### src/rtl/drop_scheduler.sv
// Gravity and lock-delay controller: level-indexed drop period, one-cycle drop_tick and lock_req pulses.
// Pause freezes timers and state; line-count additions are still taken while paused.
module drop_scheduler #(
   parameter logic [31:0] PERIOD_L0       = 32'd25_000_000,
   parameter logic [31:0] PERIOD_L1       = 32'd12_500_000,
   parameter logic [31:0] PERIOD_L2       = 32'd6_250_000,
   parameter logic [31:0] PERIOD_L3       = 32'd5_000_000,
   parameter logic [31:0] PERIOD_L4       = 32'd2_500_000,
   parameter logic [31:0] PERIOD_L5       = 32'd1_250_000,
   parameter logic [31:0] INFERNO_PERIOD  = 32'd5_000_000,
   parameter logic [31:0] SOFT_PERIOD     = 32'd1_250_000,
   parameter logic [31:0] LOCK_CYCLES     = 32'd12_500_000,
   parameter logic [31:0] LINES_PER_LEVEL = 32'd10
) (
   input  logic        clk,
   input  logic        rst,
   input  logic        start,
   input  logic        pause,
   input  logic        sw_inferno,
   input  logic        soft_drop,
   input  logic        landed,
   input  logic        piece_spawned,
   input  logic        game_over,
   input  logic        lines_valid,
   input  logic [2:0]  lines_cleared,
   output logic        drop_tick,
   output logic        lock_req,
   output logic [2:0]  level,
   output logic [13:0] total_lines,
   output logic [2:0]  state
);

   localparam logic [2:0] S_IDLE  = 3'd0;
   localparam logic [2:0] S_RUN   = 3'd1;
   localparam logic [2:0] S_LOCK  = 3'd2;
   localparam logic [2:0] S_SPAWN = 3'd3;
   localparam logic [2:0] S_OVER  = 3'd4;

   logic [31:0] drop_cnt;
   logic [31:0] lock_cnt;
   logic [31:0] base_period;
   logic [31:0] period;
   logic [14:0] line_sum;
   logic [13:0] lines_next;
   logic [31:0] level_raw;
   logic [2:0]  level_next;
   logic        in_game;

   always_comb begin
      base_period = PERIOD_L5;
      case (level)
         3'd0:    base_period = PERIOD_L0;
         3'd1:    base_period = PERIOD_L1;
         3'd2:    base_period = PERIOD_L2;
         3'd3:    base_period = PERIOD_L3;
         3'd4:    base_period = PERIOD_L4;
         default: base_period = PERIOD_L5;
      endcase
      period = sw_inferno ? INFERNO_PERIOD : base_period;
      if (soft_drop && (period > SOFT_PERIOD))
         period = SOFT_PERIOD;
   end

   assign in_game    = (state == S_RUN) || (state == S_LOCK) || (state == S_SPAWN);
   assign line_sum   = {1'b0, total_lines} + {12'd0, lines_cleared};
   assign lines_next = (line_sum > 15'd9999) ? 14'd9999 : line_sum[13:0];
   assign level_raw  = {18'd0, total_lines} / LINES_PER_LEVEL;
   assign level_next = (level_raw > 32'd5) ? 3'd5 : level_raw[2:0];

   always_ff @(posedge clk) begin
      if (!rst) begin
         state       <= S_IDLE;
         drop_tick   <= 1'b0;
         lock_req    <= 1'b0;
         level       <= 3'd0;
         total_lines <= 14'd0;
         drop_cnt    <= 32'd0;
         lock_cnt    <= 32'd0;
      end else begin
         drop_tick <= 1'b0;
         lock_req  <= 1'b0;
         level     <= level_next;
         if (lines_valid && in_game)
            total_lines <= lines_next;

         if (!pause) begin
            if (game_over && in_game) begin
               state <= S_OVER;
            end else if (start && ((state == S_IDLE) || (state == S_OVER))) begin
               // Fresh game: these clears override the level/line updates above.
               state       <= S_RUN;
               total_lines <= 14'd0;
               level       <= 3'd0;
               drop_cnt    <= 32'd0;
               lock_cnt    <= 32'd0;
            end else begin
               case (state)
                  S_RUN: begin
                     if (landed) begin
                        state    <= S_LOCK;
                        lock_cnt <= 32'd0;
                     end else if (drop_cnt >= period - 32'd1) begin
                        drop_tick <= 1'b1;
                        drop_cnt  <= 32'd0;
                     end else begin
                        drop_cnt <= drop_cnt + 32'd1;
                     end
                  end
                  S_LOCK: begin
                     if (!landed) begin
                        state    <= S_RUN;
                        drop_cnt <= 32'd0;
                     end else if (lock_cnt >= LOCK_CYCLES - 32'd1) begin
                        state    <= S_SPAWN;
                        lock_req <= 1'b1;
                        lock_cnt <= 32'd0;
                     end else begin
                        lock_cnt <= lock_cnt + 32'd1;
                     end
                  end
                  S_SPAWN: begin
                     if (piece_spawned) begin
                        state    <= S_RUN;
                        drop_cnt <= 32'd0;
                     end
                  end
                  S_IDLE, S_OVER: ;
                  default: state <= S_IDLE;
               endcase
            end
         end
      end
   end

endmodule

### config.mk
export PLATFORM = sky130hd
export DESIGN_NAME = drop_scheduler
export DESIGN_NICKNAME = d
export VERILOG_FILES = /design/src/rtl/drop_scheduler.sv
export SDC_FILE = /design/constraint.sdc
export NUM_CORES = 1
export LEC_CHECK = 0
export BUFFER_PORTS_ARGS = -buffer_cell sky130_fd_sc_hd__buf_4
export CAP_MARGIN = 20
export CORE_ASPECT_RATIO = 1.5
export CORE_MARGIN = 4
export CORE_UTILIZATION = 50
export DETAILED_ROUTE_END_ITERATION = 10
export HOLD_SLACK_MARGIN = 0.02
export PLACE_DENSITY = 0.67
export SYNTH_ARGS = -nofsm -noshare
export SYNTH_HDL_FRONTEND = slang
export SYNTH_SLANG_ARGS = --single-unit
export TNS_END_PERCENT = 30
### constraint.sdc
create_clock -name clk -period 7.55 [get_ports clk]
set_input_delay 1.1325 -clock clk [delete_from_list [all_inputs] [get_ports clk]]
set_output_delay 1.1325 -clock clk [all_outputs]
set_load 0.05 [all_outputs]
==> impl_metrics.ini <==
[synthesis]
synth-main-ff-cell = dfxtp_1
syn_inst = 1073
syn_area_sq_um = 7790
ys_ff_latch = 86
ys_types = 99
synth.yosys.seq_area_share_pct = 22.1
yosys_warnings = 0
synthArstFlopShare_pct = 0
synth_edf_count = 0
syn_avg_cell_area_sq_um = 7.26

[power_and_ir_drop]
leakagePower_nw = 3.39
vdd_drop_max_mv = 0.182
p_per_area_nw_per_um2 = 280

[global_route]
overflow = 0
grt_pass1_vias = 7737
grt_start_max_net_pins = 63
antenna_found_initial = 0
grt_pass1_wl_um = 35800
grt_usage_pct = 24.2

[die]
row_count = 55
start_util_pct = 51.2
fp.dieH_um = 161
io_pins = 35
core-area_sq_um = 15200
die_w_um = 110
dieArea_sq_um = 17700

[routing]
drt_iter0_markers = 509
dr.pass1.iters = 5
route.detailed.wl_per_inst_um = 16.7
antenna_left = 0
vias = 8140
routed_wl_um = 21400
viasPerCell = 6.33
drc = 0

[min_path]
min_from = lock_cnt[31]
holdPathEnd = lock_cnt[31]
holdPathStages = 2
hold_class = reg -> reg

[critical_path]
critPathKind = reg -> reg
crit_top_cell = nand2_1
cp_slowest_cell = or4_4
cp-start-kind = flip-flop
cp-end-kind = flip-flop
worstPathRequired_ns = 7.76
max_stage_delay_ns = 0.55
worstPathBufferInverterCount = 1
path_max_fanout = 12
r2r_setup_slack_ns = 0.46
cpLargestDelayFamily = compound AO/OA/AOI/OAI gates
regToRegEndpoint = level[0]
arrival_ns = 7.30
reg2reg_depth = 25
r2r_start = total_lines[11]

[final_layout]
fin_cells = 1286
finalInstanceArea_sq_um = 8510
drive_gt1_share_pct = 10.7
final_common_cell = nor2_1
area_growth_pct = 9.17
antenna_cells = 0
fin_nets = 1131
layout_common_cells = nor2_1 (137), a21oi_1 (100), nand2_1 (86), dfxtp_1 (86), o21ai_0 (71)

[job]
max-cap-violations = 0

[placement]
dp.cells = 1268
place.gp.congestion = 0.945
dp_hpwl_um = 15800
placedInstanceArea_sq_um = 8150
io_buffers = 34

[timing]
setup_violations = 0
finalHoldViolCount = 0
post-route-min-period_ns = 7.09
final.period_utilization_pct = 93.9
tns_ns = 0
finalMaxSlewViolations = 0
worstMarginPinSlew_ns = 0.864
max_freq_mhz = 141
relSlewSlack_pct = 42.3
fin_skew_ns = 0.00927
rsz0062_at_grt = false

[status]
outcome = finished, final reports clean

[clocking]
clk_pin_slew_worst_paths_ns = 0.07
htree_levels = 3
cts_tree = yes
cts_setup_buffers = 0
clock_latency_ns = 0.34
cts_sinks = 86
clockBufferDepth = 2
cts_buffers = 9
root_buffer = clkbuf_16
==> worst min-delay path: cells and delay by family, from the launching register on <==
| kind | cells | cell delay, ns |
|---|---|---|
| DFF | 1 | 0.34 |
| AOI/OAI and AO/OA | 1 | 0.05 |
| and+or+nand+nor | 1 | 0.07 |
==> cell usage after synthesis, drive strengths merged, types with 18 or more instances <==
master / number / area (sq um)
nor2: 139 / 532
a21oi: 106 / 557
nand2: 87 / 329
dfxtp: 86 / 1720
o21ai: 77 / 389
clkbuf: 42 / 159
and3: 37 / 231
ha: 35 / 438
inv: 32 / 120
nand3: 32 / 165
nor3b: 32 / 245
nor3: 29 / 156
a21o: 23 / 173
xnor2: 23 / 201
a31oi: 19 / 140
buf: 18 / 131
o211ai: 18 / 155
==> worst max-delay path by stage <==
stage,start,end,slack [ns],cells past startpoint
2_1_floorplan,total_lines[11],level[0],1.05,29
3_3_place_gp,total_lines[11],level[0],0.54,25
3_5_place_dp,total_lines[11],level[0],0.43,26
4_1_cts,total_lines[11],level[0],0.38,26
5_1_grt,total_lines[11],level[0],0.06,25
6_report,total_lines[11],level[0],0.46,25
==> flip-flops by register name (all words and copies together) (netlist names) <==
name and count:
drop_cnt 32, drop_tick 1, level 3, lock_cnt 32
lock_req 1, state 3, total_lines 14
==> area by class of cell <==
cell class / count / area (sq um)
well taps: 199 / 249
inverters: 34 / 128
flip-flops and latches: 86 / 1720
repair buffers: 52 / 430
clock buffers: 9 / 225
multi-input cells: 899 / 5690
fillers: 1521 / 6700
clock inverters: 7 / 62.6
==> routing by layer <==
layer	global-route usage (%)	vias up	part of all wire, %
met5	0	-	0
met4	12.6	0	4.5
met3	2.49	85	4.4
met2	43.4	285	51
met1	27.4	3774	41
li1	-	3996	-
==> per-stage QoR <==
step	util (%)	total power, mW	setup slack, ns	hold slack (ns)
6_report	55.9	2.38	0.463	0.484
5_1_grt	55.9	2.54	0.0628	0.524
4_1_cts	55.5	2.36	0.382	0.487
3_5_place_dp	53.6	1.91	0.426	0.467
3_3_place_gp	53.6	1.90	0.541	0.467
2_1_floorplan	-	1.67	1.05	0.438
==> cells by family (layout without fill, tap and decap cells) <==
group / count (synthesis) / in the layout / synth area share, %
simple gates: 450 / 450 / 29.7
compound gates: 353 / 353 / 30.7
buf+inv: 94 / 102 / 5.36
flops: 86 / 86 / 22.1
fa+ha+maj: 40 / 40 / 6.39
xor+xnor: 39 / 39 / 4.38
mux: 10 / 10 / 1.35
other cells: 1 / 7 / 0.0481
==> power breakdown <==
part | switching, mW | total, mW | internal, mW
Combinational | 0.878 | 1.44 | 0.567
Clock | 0.200 | 0.431 | 0.231
Sequential | 0.0387 | 0.506 | 0.467
==> repair_timing <==
item                       4_1_cts  5_1_grt
hold buffers                     0        0
setup endpoints to repair        0        1
resized for setup                0        3
No activity file was read; power rests on OpenSTA's default activity.
